## src/rtl/wc_tile_sequencer_if.sv

```systemverilog
// Handshake and core-facing bus bundle for wc_tile_sequencer.
// slave = the sequencer, master = its environment (sample source/sink, frame control, WC core).
interface wc_tile_sequencer_if #(
   parameter int DW    = 10,
   parameter int WIN   = 6,
   parameter int OUTN  = 2,
   parameter int LEN_W = 12
) ();
   logic                 start;
   logic [LEN_W-1:0]     frame_len;
   logic                 busy;
   logic                 done;
   logic                 err;
   logic                 in_valid;
   logic [DW-1:0]        in_data;
   logic                 in_ready;
   logic [WIN*DW-1:0]    wc_d;
   logic [OUTN*DW-1:0]   wc_z;
   logic                 out_valid;
   logic [OUTN*DW-1:0]   out_data;
   logic                 out_last;
   logic                 out_ready;

   modport slave (
      input  start, frame_len, in_valid, in_data, wc_z, out_ready,
      output busy, done, err, in_ready, wc_d, out_valid, out_data, out_last
   );

   modport master (
      output start, frame_len, in_valid, in_data, wc_z, out_ready,
      input  busy, done, err, in_ready, wc_d, out_valid, out_data, out_last
   );
endinterface

```

## src/rtl/wc_tile_sequencer.sv

```systemverilog
// Frame sequencer for the Winograd core: stride-2 sliding window, fixed-latency launch tracking,
// credit-guarded result FIFO. Define WC_SEQ_PAD_EN for same-size (zero-padded) frames.
module wc_tile_sequencer #(
   parameter int DW         = 10,
   parameter int WIN        = 6,
   parameter int OUTN       = 2,
   parameter int WC_LAT     = 2,
   parameter int FIFO_DEPTH = 4,
   parameter int LEN_W      = 12
) (
   input logic                clk,
   input logic                rst,
   wc_tile_sequencer_if.slave bus
);
   localparam int AW = (FIFO_DEPTH > 1) ? $clog2(FIFO_DEPTH) : 1;
   localparam int CW = $clog2(FIFO_DEPTH + WC_LAT + 1);
   localparam int KW = $clog2(WIN + 1);
`ifdef WC_SEQ_PAD_EN
   localparam int               FILL_N  = WIN - 2;
   localparam logic [LEN_W-1:0] MIN_LEN = LEN_W'(2);
`else
   localparam int               FILL_N  = WIN;
   localparam logic [LEN_W-1:0] MIN_LEN = LEN_W'(WIN);
`endif

   typedef enum logic [1:0] {IDLE, FILL, RUN, DRAIN} state_t;
   typedef struct packed {
      logic                last;
      logic [OUTN*DW-1:0]  data;
   } tile_t;

   state_t              state, state_n;
   logic [LEN_W-1:0]    remaining;
   logic [KW-1:0]       cnt, cnt_n;
   logic [WIN*DW-1:0]   win_q;
   logic [WC_LAT:1]     vld_pipe, lst_pipe;
   tile_t               mem [FIFO_DEPTH];
   logic [AW-1:0]       wr_ptr, rd_ptr;
   logic [CW-1:0]       fifo_count, inflight;
   logic                legal, credit, rdy, accept, inject, final_feed, launch;
   logic                push, pop, drain_ok, done_q, err_q;
`ifdef WC_SEQ_PAD_EN
   logic [1:0]          pad_left;
`endif

   function automatic logic [AW-1:0] ptr_inc(input logic [AW-1:0] p);
      return (p == AW'(FIFO_DEPTH - 1)) ? '0 : p + AW'(1);
   endfunction

   always_comb begin
      inflight = '0;
      for (int i = 1; i <= WC_LAT; i++) inflight = inflight + CW'(vld_pipe[i]);
   end

   // Tiles in flight already own a FIFO slot, so the FIFO can never overflow.
   assign credit   = (fifo_count + inflight) < CW'(FIFO_DEPTH);
   assign legal    = !bus.frame_len[0] && (bus.frame_len >= MIN_LEN);
   assign push     = vld_pipe[WC_LAT];
   assign pop      = bus.out_valid && bus.out_ready;
   assign drain_ok = (inflight == '0) && (fifo_count == '0);

   always_comb begin
      state_n    = state;
      cnt_n      = cnt;
      rdy        = 1'b0;
      accept     = 1'b0;
      inject     = 1'b0;
      final_feed = 1'b0;
      launch     = 1'b0;
      case (state)
         IDLE: begin
            cnt_n = '0;
            if (bus.start && legal) state_n = FILL;
         end
         FILL, RUN: begin
            rdy    = (remaining != '0) && credit;
            accept = rdy && bus.in_valid;
`ifdef WC_SEQ_PAD_EN
            inject     = (remaining == '0) && (pad_left != '0) && credit;
            final_feed = inject && (pad_left == 2'd1);
`else
            final_feed = accept && (remaining == LEN_W'(1));
`endif
            if (accept || inject) begin
               if (state == FILL) begin
                  launch = (cnt == KW'(FILL_N - 1));
                  cnt_n  = launch ? '0 : cnt + KW'(1);
               end else begin
                  launch = cnt[0];
                  cnt_n  = launch ? '0 : KW'(1);
               end
               if (final_feed)  state_n = DRAIN;
               else if (launch) state_n = RUN;
            end
         end
         DRAIN: if (drain_ok) state_n = IDLE;
         default: state_n = IDLE;
      endcase
   end

   always_ff @(posedge clk or posedge rst) begin
      if (rst) state <= IDLE;
      else     state <= state_n;
   end

   always_ff @(posedge clk or posedge rst) begin
      if (rst) begin
         remaining <= '0;
         cnt       <= '0;
         win_q     <= '0;
         vld_pipe  <= '0;
         lst_pipe  <= '0;
         done_q    <= 1'b0;
         err_q     <= 1'b0;
`ifdef WC_SEQ_PAD_EN
         pad_left  <= '0;
`endif
      end else begin
         done_q <= (state == DRAIN) && drain_ok;
         err_q  <= (state == IDLE) && bus.start && !legal;
         cnt    <= cnt_n;
         if (state == IDLE && bus.start && legal) begin
            remaining <= bus.frame_len;
`ifdef WC_SEQ_PAD_EN
            pad_left  <= 2'd2;
            win_q     <= '0;
`endif
         end
         if (accept) remaining <= remaining - LEN_W'(1);
`ifdef WC_SEQ_PAD_EN
         if (inject) pad_left <= pad_left - 2'd1;
`endif
         // Oldest sample leaves slot 0, the new one (or a pad zero) enters slot WIN-1.
         if (accept || inject)
            win_q <= {(accept ? bus.in_data : {DW{1'b0}}), win_q[WIN*DW-1:DW]};
         vld_pipe[1] <= launch;
         lst_pipe[1] <= launch && final_feed;
         for (int i = 2; i <= WC_LAT; i++) begin
            vld_pipe[i] <= vld_pipe[i-1];
            lst_pipe[i] <= lst_pipe[i-1];
         end
      end
   end

   always_ff @(posedge clk or posedge rst) begin
      if (rst) begin
         wr_ptr     <= '0;
         rd_ptr     <= '0;
         fifo_count <= '0;
      end else begin
         if (push) wr_ptr <= ptr_inc(wr_ptr);
         if (pop)  rd_ptr <= ptr_inc(rd_ptr);
         fifo_count <= fifo_count + CW'(push) - CW'(pop);
      end
   end

   always_ff @(posedge clk) begin
      if (push) mem[wr_ptr] <= '{last: lst_pipe[WC_LAT], data: bus.wc_z};
   end

   // Read side is gated so an empty or freshly reset FIFO presents zeros.
   assign bus.out_valid = (fifo_count != '0);
   assign bus.out_data  = bus.out_valid ? mem[rd_ptr].data : '0;
   assign bus.out_last  = bus.out_valid && mem[rd_ptr].last;
   assign bus.in_ready  = rdy;
   assign bus.wc_d      = win_q;
   assign bus.busy      = (state != IDLE);
   assign bus.done      = done_q;
   assign bus.err       = err_q;
endmodule

```

## src/flat_wrapper.sv

```systemverilog
// flat-port wrapper written by rule: the top's interface ports become plain ports
module wc_tile_sequencer_flat 
#(
   parameter int DW         = 10,
   parameter int WIN        = 6,
   parameter int OUTN       = 2,
   parameter int WC_LAT     = 2,
   parameter int FIFO_DEPTH = 4,
   parameter int LEN_W      = 12
)
  (clk, rst, bus_start, bus_frame_len, bus_in_valid, bus_in_data, bus_wc_z, bus_out_ready, bus_busy, bus_done, bus_err, bus_in_ready, bus_wc_d, bus_out_valid, bus_out_data, bus_out_last);
  wc_tile_sequencer_if #(.DW(DW), .WIN(WIN), .OUTN(OUTN), .LEN_W(LEN_W)) bus_i ();
  input logic clk;
  input logic rst;
  input wire logic [$bits(bus_i.start)-1:0] bus_start;
  input wire logic [$bits(bus_i.frame_len)-1:0] bus_frame_len;
  input wire logic [$bits(bus_i.in_valid)-1:0] bus_in_valid;
  input wire logic [$bits(bus_i.in_data)-1:0] bus_in_data;
  input wire logic [$bits(bus_i.wc_z)-1:0] bus_wc_z;
  input wire logic [$bits(bus_i.out_ready)-1:0] bus_out_ready;
  output wire logic [$bits(bus_i.busy)-1:0] bus_busy;
  output wire logic [$bits(bus_i.done)-1:0] bus_done;
  output wire logic [$bits(bus_i.err)-1:0] bus_err;
  output wire logic [$bits(bus_i.in_ready)-1:0] bus_in_ready;
  output wire logic [$bits(bus_i.wc_d)-1:0] bus_wc_d;
  output wire logic [$bits(bus_i.out_valid)-1:0] bus_out_valid;
  output wire logic [$bits(bus_i.out_data)-1:0] bus_out_data;
  output wire logic [$bits(bus_i.out_last)-1:0] bus_out_last;
  assign bus_i.start = bus_start;
  assign bus_i.frame_len = bus_frame_len;
  assign bus_i.in_valid = bus_in_valid;
  assign bus_i.in_data = bus_in_data;
  assign bus_i.wc_z = bus_wc_z;
  assign bus_i.out_ready = bus_out_ready;
  assign bus_busy = bus_i.busy;
  assign bus_done = bus_i.done;
  assign bus_err = bus_i.err;
  assign bus_in_ready = bus_i.in_ready;
  assign bus_wc_d = bus_i.wc_d;
  assign bus_out_valid = bus_i.out_valid;
  assign bus_out_data = bus_i.out_data;
  assign bus_out_last = bus_i.out_last;
  wc_tile_sequencer #(.DW(DW), .WIN(WIN), .OUTN(OUTN), .WC_LAT(WC_LAT), .FIFO_DEPTH(FIFO_DEPTH), .LEN_W(LEN_W)) u_core (.clk(clk), .rst(rst), .bus(bus_i));
endmodule
```

## config.mk

```make
export PLATFORM = sky130hd
export DESIGN_NAME = wc_tile_sequencer_flat
export DESIGN_NICKNAME = d
export VERILOG_FILES = /design/src/rtl/wc_tile_sequencer_if.sv /design/src/rtl/wc_tile_sequencer.sv /design/src/flat_wrapper.sv
export SDC_FILE = /design/constraint.sdc
export NUM_CORES = 1
export LEC_CHECK = 0
export CAP_MARGIN = 20
export CORE_MARGIN = 10
export CORE_UTILIZATION = 60
export CTS_BUF_LIST = sky130_fd_sc_hd__clkbuf_4 sky130_fd_sc_hd__clkbuf_8
export DETAILED_ROUTE_END_ITERATION = 10
export DONT_BUFFER_PORTS = 1
export PLACE_DENSITY = 0.85
export SLEW_MARGIN = 20
export SYNTH_ARGS = -nofsm -noshare
export SYNTH_HDL_FRONTEND = slang
export SYNTH_SLANG_ARGS = --single-unit
```

## constraint.sdc

```tcl
create_clock -name clk -period 3.4 [get_ports clk]
set_clock_uncertainty 0.05 [all_clocks]
set_input_delay 0 -clock clk [delete_from_list [all_inputs] [get_ports clk]]
set_output_delay 0 -clock clk [all_outputs]
set_load 0.03 [all_outputs]
```

* Word level (Yosys, flattened, before mapping) *
Memories as Yosys holds them, arrays and structs flattened.
Index checks and enable logic that the tools add are counted.

storage, ports and cells
  register bits after elaboration = 90
  bits in writable memories = 84
  input port bits = 47
  output and inout port bits = 86
  logic and storage cells = 85
  memories = 1

cells by class
  add/subtract/negate cells = 8
  $lt $le $gt $ge = 2
  equal/unequal tests = 11
  mux-type cells = 26
  reductions and logical operators = 26

memory list
  memory      words  bits a word  rd ports  clocked after memory_dff  wr ports  RTL line                 source
  u_core.mem  4      21           1         0                         1         wc_tile_sequencer.sv:37  tile_t mem [FIFO_DEPTH];

operator list
  kind                                                                count
  2-to-1 mux 12 bit                                                   2
  2-to-1 mux 20 bit                                                   1
  2-to-1 mux 2 bit                                                    7
  logical AND 1 bit                                                   13
  == test 12 x 1 -> 1 bit, second input constant                      1
  greater-or-equal comparator 12 x 3 -> 1 bit, second input constant  1
  nonzero test 12 bit                                                 1
  subtractor 12 x 1 -> 12 bit, second input constant                  1
  2-to-1 mux 1 bit                                                    11
  2-to-1 mux 3 bit                                                    3
  == test 2 bit, second input constant                                4
  logical NOT 3 bit                                                   2
  != test 2 x 1 -> 1 bit, second input constant                       3
  case mux 2 bit (3 select lines)                                     1
  case mux 3 bit (2 select lines)                                     1
  nonzero test 2 bit                                                  3
  adder 2 x 1 -> 2 bit, second input constant                         2
  AND reduction 4 bit                                                 1
  adder 3 x 1 -> 3 bit                                                1
  adder 3 x 1 -> 3 bit, second input constant                         1
  adder 3 bit                                                         1
  == test 3 bit, second input constant                                1
  less-than comparator 3 bit, second input constant                   1
  != test 3 x 1 -> 1 bit, second input constant                       1
  other kinds (8)                                                     9

* Depth between registers and ports, before layout *
  word-level depth = 11
  gate-level depth with buffers = 10
  gate-level depth less buffers = 9

* Worst setup path after synthesis *
No wires, ideal clock.

  path type = reg2reg
  from = reg u_core.vld_pipe[2] (netlist name)
  to = reg u_core.remaining[4]
  setup time = 0.123 ns
  arrival = 2.153 ns
  required time = 3.227 ns
  setup slack = 1.074 ns
  stages on the path, launching flop included = 10
  path buffers = 2
  clock period less this slack = 2.326 ns
  cells stage by stage = dfrtp_1 > ha_1 > ha_1 > a311o_1 > and3_1 > clkbuf_1 > nor2_1 > buf_2 > a21oi_1 > o221a_2

on the way
  cells in the longest elaborated chain, start to end = 7
  elaborated cells between the ends (all ways) = 8
  those cells by class = add/sub (2); order compare (1); mux (2); reduce/logical (3)

RTL lines
  item                                                            RTL line                  source
  from (decl)                                                     wc_tile_sequencer.sv:36   logic [WC_LAT:1] vld_pipe, lst_pipe;
  from (signal, indexed assignment)                               wc_tile_sequencer.sv:139  vld_pipe[i] <= vld_pipe[i-1];
  adder 1 x 1 -> 2 bit (*)                                        wc_tile_sequencer.sv:52   for (int i = 1; i <= WC_LAT; i++) inflight = inflight + CW'(vld_pipe[i]);
  adder 3 bit (*)                                                 wc_tile_sequencer.sv:56   assign credit = (fifo_count + inflight) < CW'(FIFO_DEPTH);
  less-than comparator 3 bit (*)                                  wc_tile_sequencer.sv:56
  logical AND 1 bit (*)                                           wc_tile_sequencer.sv:76   rdy = (remaining != '0) && credit;
  logical AND 1 bit (*)                                           wc_tile_sequencer.sv:77   accept = rdy && bus.in_valid;
  2-to-1 mux 1 bit (*)                                            wc_tile_sequencer.sv:70   case (state)
  2-to-1 mux 12 bit / nonzero test 2 bit (equally long branches)  -
  to (signal assigned)                                            wc_tile_sequencer.sv:123  remaining <= bus.frame_len;
  to (signal assigned)                                            wc_tile_sequencer.sv:129  if (accept) remaining <= remaining - LEN_W'(1);
  to (decl)                                                       wc_tile_sequencer.sv:33   logic [LEN_W-1:0] remaining;

Every way passes the cells marked *; elsewhere a longest branch is shown, timed or not.
A chain may end at the register's enable or synchronous reset.

* Worst setup path in the final report *
  from = reg u_core.vld_pipe[2] (netlist name)
  to = reg u_core.remaining[11]

The elaborated chain is that of the path after synthesis.

==> impl_metrics.prom <==
# TYPE chip_impl_metric gauge
chip_impl_metric{name="syn-instance-count",unit=""} 581
chip_impl_metric{name="finalSetupViolations",unit=""} 0
chip_impl_info{name="primary_ff_master_synth",value="sky130_fd_sc_hd__dfrtp_1"} 1
chip_impl_metric{name="seq_area_frac_synth",unit=""} 0.6578
chip_impl_metric{name="layout_setup_ws",unit="ps"} 151.5
chip_impl_metric{name="numPortBuffers",unit=""} 0
chip_impl_metric{name="finalHoldViolations",unit=""} 0
chip_impl_metric{name="number_of_cells_upsized_or_downsized_after_cts",unit=""} 0
chip_impl_metric{name="synthesis.area",unit="um2"} 7258
chip_impl_metric{name="dr_total_vias",unit=""} 4773
chip_impl_metric{name="instances_no_fill",unit=""} 791
chip_impl_metric{name="max_cap_viols",unit=""} 0
chip_impl_metric{name="synth-async-reset-ratio",unit=""} 0.5172
chip_impl_metric{name="floorplan.core_area",unit="um2"} 11910
chip_impl_metric{name="synth-edff-count",unit=""} 84
chip_impl_metric{name="place.detailed.hpwl",unit="um"} 10510
chip_impl_metric{name="routedWlPerCell",unit="um"} 20.89
chip_impl_metric{name="yosysUniqueCellTypes",unit=""} 49
chip_impl_metric{name="num_antenna_cells",unit=""} 0
chip_impl_metric{name="worstSkewPairLatency",unit="ps"} 450
chip_impl_metric{name="ir_drop",unit="mV"} 0.6126
chip_impl_metric{name="area_growth_syn_to_layout",unit="%"} 14.17
chip_impl_metric{name="drt-total-wl",unit="um"} 16520
chip_impl_metric{name="worst_slew_pin_slew",unit="ps"} 1069
chip_impl_metric{name="grt_usage",unit=""} 0.2027
chip_impl_info{name="worstSetupEndpointType",value="register"} 1
chip_impl_metric{name="layout.filler_cells",unit=""} 768
chip_impl_metric{name="crit_arrival",unit="ps"} 3530
chip_impl_metric{name="gr-total-overflow",unit=""} 0
chip_impl_metric{name="gp_congestion",unit=""} 0.8975
chip_impl_metric{name="drive_gt1_frac",unit=""} 0.1196
chip_impl_metric{name="grt_first_pass_wirelength",unit="um"} 26320
chip_impl_info{name="critical_path_class",value="reg -> reg"} 1
chip_impl_metric{name="cts_num_sinks",unit=""} 174
chip_impl_metric{name="cts_buffers",unit=""} 17
chip_impl_metric{name="pin_count",unit=""} 133
chip_impl_metric{name="gr-usage-met1",unit=""} 0.2231
chip_impl_metric{name="postCtsHoldBufs",unit=""} 50
chip_impl_metric{name="finalNetCount",unit=""} 694
chip_impl_metric{name="drc",unit=""} 0
chip_impl_metric{name="htree_num_levels",unit=""} 4
chip_impl_metric{name="timing.final.max_slew_violations",unit=""} 0
chip_impl_metric{name="gr-usage-met3",unit=""} 0.08438
chip_impl_metric{name="grt_util_met2",unit=""} 0.3436
chip_impl_metric{name="firstDrtPassIters",unit=""} 5
chip_impl_metric{name="cts.clk_slew.worst_paths",unit="ps"} 90
chip_impl_metric{name="relSlewSlack",unit=""} 0.2876
chip_impl_metric{name="cp.required",unit="ps"} 3680
chip_impl_metric{name="period_minus_slack",unit="ps"} 3249
chip_impl_metric{name="setup_tns",unit="ps"} 0
chip_impl_metric{name="number_of_global_route_vias_before_repair",unit=""} 4960
chip_impl_metric{name="grt_max_degree",unit=""} 65
chip_impl_metric{name="design.die.area",unit="um2"} 16900
chip_impl_metric{name="starting_density",unit=""} 0.6093
chip_impl_metric{name="p_leak",unit="nW"} 3.458
chip_impl_metric{name="placed_cells_incl_taps",unit=""} 709
chip_impl_info{name="cts_tree",value="yes"} 1
chip_impl_metric{name="rows",unit=""} 40
chip_impl_metric{name="place_worst_setup_slack",unit="ps"} 651.0
chip_impl_metric{name="cts_post_setup_buffers_inserted",unit=""} 0
chip_impl_metric{name="final_worst_path_period_share",unit=""} 0.9555
chip_impl_metric{name="die-height",unit="um"} 130.0
chip_impl_metric{name="die-width",unit="um"} 130.0
chip_impl_metric{name="ys_warn_count",unit=""} 0
chip_impl_info{name="grt_setup_unrepaired",value="no"} 1
chip_impl_info{name="crit_path_start_kind",value="register"} 1
chip_impl_info{name="grt_most_used_layer",value="met2"} 1
chip_impl_metric{name="drt-vias-per-instance",unit=""} 6.034
chip_impl_metric{name="clk_path_buf_depth",unit=""} 2
chip_impl_metric{name="postSynthNetCount",unit=""} 644
chip_impl_metric{name="first_iter_violations",unit=""} 464
chip_impl_metric{name="timing.fmax",unit="GHz"} 0.3078
chip_impl_metric{name="synth.avg_cell_area",unit="um2"} 12.49
chip_impl_metric{name="timing.critical_path.fanout_max",unit=""} 64
chip_impl_metric{name="synth.ff_latch_count",unit=""} 174
chip_impl_info{name="clock_root_buffer",value="sky130_fd_sc_hd__clkbuf_8"} 1
chip_impl_metric{name="ant_nets",unit=""} 0
chip_impl_metric{name="cellPowerDensity",unit="nW/um2"} 913.4
chip_impl_info{name="run_status",value="finished clean"} 1
chip_impl_metric{name="initial_antenna_violation_count",unit=""} 0
chip_impl_info{name="holdCritPathClass",value="in -> reg"} 1
-- logic make-up after synthesis --
family / Yosys count / share of synthesized area
AOI/OAI and AO/OA: 45 / 0.04706
xor gates and xnor gates: 2 / 0.002414
adders and majority gates: 16 / 0.02862
buffers and inverters: 43 / 0.02603
DFF: 174 / 0.6578
muxes: 23 / 0.06826
and+or+nand+nor: 278 / 0.1698
-- cells in the mapped netlist (7+ instances only) --
library cell	number	share of area
sky130_fd_sc_hd__clkbuf_1	10	0.0052
sky130_fd_sc_hd__and2_1	26	0.022
sky130_fd_sc_hd__ha_1	15	0.026
sky130_fd_sc_hd__inv_1	19	0.0098
sky130_fd_sc_hd__o221a_2	8	0.012
sky130_fd_sc_hd__nor2_1	9	0.0047
sky130_fd_sc_hd__nor3_1	7	0.0048
sky130_fd_sc_hd__edfxtp_1	84	0.35
sky130_fd_sc_hd__nand3_1	14	0.0097
sky130_fd_sc_hd__nand2_1	197	0.10
sky130_fd_sc_hd__buf_2	10	0.0069
sky130_fd_sc_hd__dfrtp_1	90	0.31
sky130_fd_sc_hd__a21oi_1	8	0.0055
sky130_fd_sc_hd__o21ai_0	9	0.0062
sky130_fd_sc_hd__mux4_2	21	0.065
-- power breakdown --
part,leakage [nW],switching (mW),internal [mW],total (mW)
clock network,0.191,0.733,0.661,1.39
logic,1.38,1.45,0.872,2.32
registers,1.89,1.19,2.66,3.85
-- path summary, 6_finish.rpt --
check                                                  start                               end  slack [ps]  cells past startpoint
worst max-delay path            u_core.vld_pipe[2]$_DFF_PP0_  u_core.remaining[11]$_DFFE_PP0P_         150                      9
worst min-delay path                        bus_frame_len[0]   u_core.remaining[5]$_DFFE_PP0P_          50                      3
worst max register to register  u_core.vld_pipe[2]$_DFF_PP0_  u_core.remaining[11]$_DFFE_PP0P_         150                      9
worst min register to register  u_core.lst_pipe[1]$_DFF_PP0_      u_core.lst_pipe[2]$_DFF_PP0_         310                      0
max in group asynchronous                                rst   u_core.bus.wc_d[15]$_DFFE_PP0P_        2330                      3
min in group asynchronous                                rst   u_core.bus.wc_d[50]$_DFFE_PP0P_         130                      2
-- layout make-up --
cell class / instances / area (um2) / area share
sequential: 174 / 4775 / 0.5762
clock buffer: 18 / 241.5 / 0.02914
timing repair buffer: 55 / 563.0 / 0.06795
clock inverter: 14 / 142.6 / 0.01721
tap: 147 / 183.9 / 0.02220
multi-input combinational: 364 / 2307 / 0.2784
inverter: 19 / 73.82 / 0.008908
-- sequential cells by signal, summed over array words and instances (netlist names), 2 cells and up --
register,flops
u_core.state,2
u_core.vld_pipe,2
u_core.rd_ptr,2
u_core.wr_ptr,2
u_core.cnt,3
u_core.lst_pipe,2
u_core.remaining,12
u_core.bus.wc_d,60
u_core.mem,84
u_core.fifo_count,3
-- stage by stage --
stage	hold WS, ps	area (um2)	total power [mW]	utilization
4_1_cts	1.721	8283	7.571	0.6954
6_report	52.40	8287	7.569	0.6957
5_1_grt	32.71	8287	8.000	0.6957
3_5_place_dp	49.12	7398	6.097	0.6211
3_3_place_gp	49.10	7398	5.962	0.6211
2_1_floorplan	48.87	7258	5.536	-
-- per-layer routing --
metal,up-vias,routed length (um)
li1,2126,-
met1,2396,6058
met2,220,8672
met3,31,1440
met4,0,349
met5,-,0
-- layout by cell type (no fill, tap or decap), types with 3 or more instances in the layout --
master / n
sky130_fd_sc_hd__and2_1: 24
sky130_fd_sc_hd__buf_4: 3
sky130_fd_sc_hd__clkinv_1: 3
sky130_fd_sc_hd__nor4_1: 3
sky130_fd_sc_hd__a31oi_1: 3
sky130_fd_sc_hd__clkbuf_8: 17
sky130_fd_sc_hd__nand3_1: 14
sky130_fd_sc_hd__nand2b_1: 3
sky130_fd_sc_hd__and3_1: 4
sky130_fd_sc_hd__nand2_1: 196
sky130_fd_sc_hd__ha_1: 15
sky130_fd_sc_hd__a21oi_1: 8
sky130_fd_sc_hd__inv_1: 18
sky130_fd_sc_hd__nor2_1: 8
sky130_fd_sc_hd__dfrtp_1: 90
sky130_fd_sc_hd__mux4_2: 21
sky130_fd_sc_hd__nand4_1: 6
sky130_fd_sc_hd__o221a_2: 8
sky130_fd_sc_hd__o21ai_0: 9
sky130_fd_sc_hd__nor3_1: 7
sky130_fd_sc_hd__dlygate4sd3_1: 50
sky130_fd_sc_hd__edfxtp_1: 84
-- worst max-delay path: stages, from the launching register on --
cell and delay [ps]:
sky130_fd_sc_hd__dfrtp_1 460, sky130_fd_sc_hd__ha_1 220, sky130_fd_sc_hd__ha_1 290, sky130_fd_sc_hd__a311o_1 350
sky130_fd_sc_hd__and3_1 270, sky130_fd_sc_hd__nor2_4 310, sky130_fd_sc_hd__buf_12 300, sky130_fd_sc_hd__nand3_1 140
sky130_fd_sc_hd__o221a_1 150, sky130_fd_sc_hd__dlygate4sd3_1 580
Note: power is estimated with default switching activity, not from simulation.
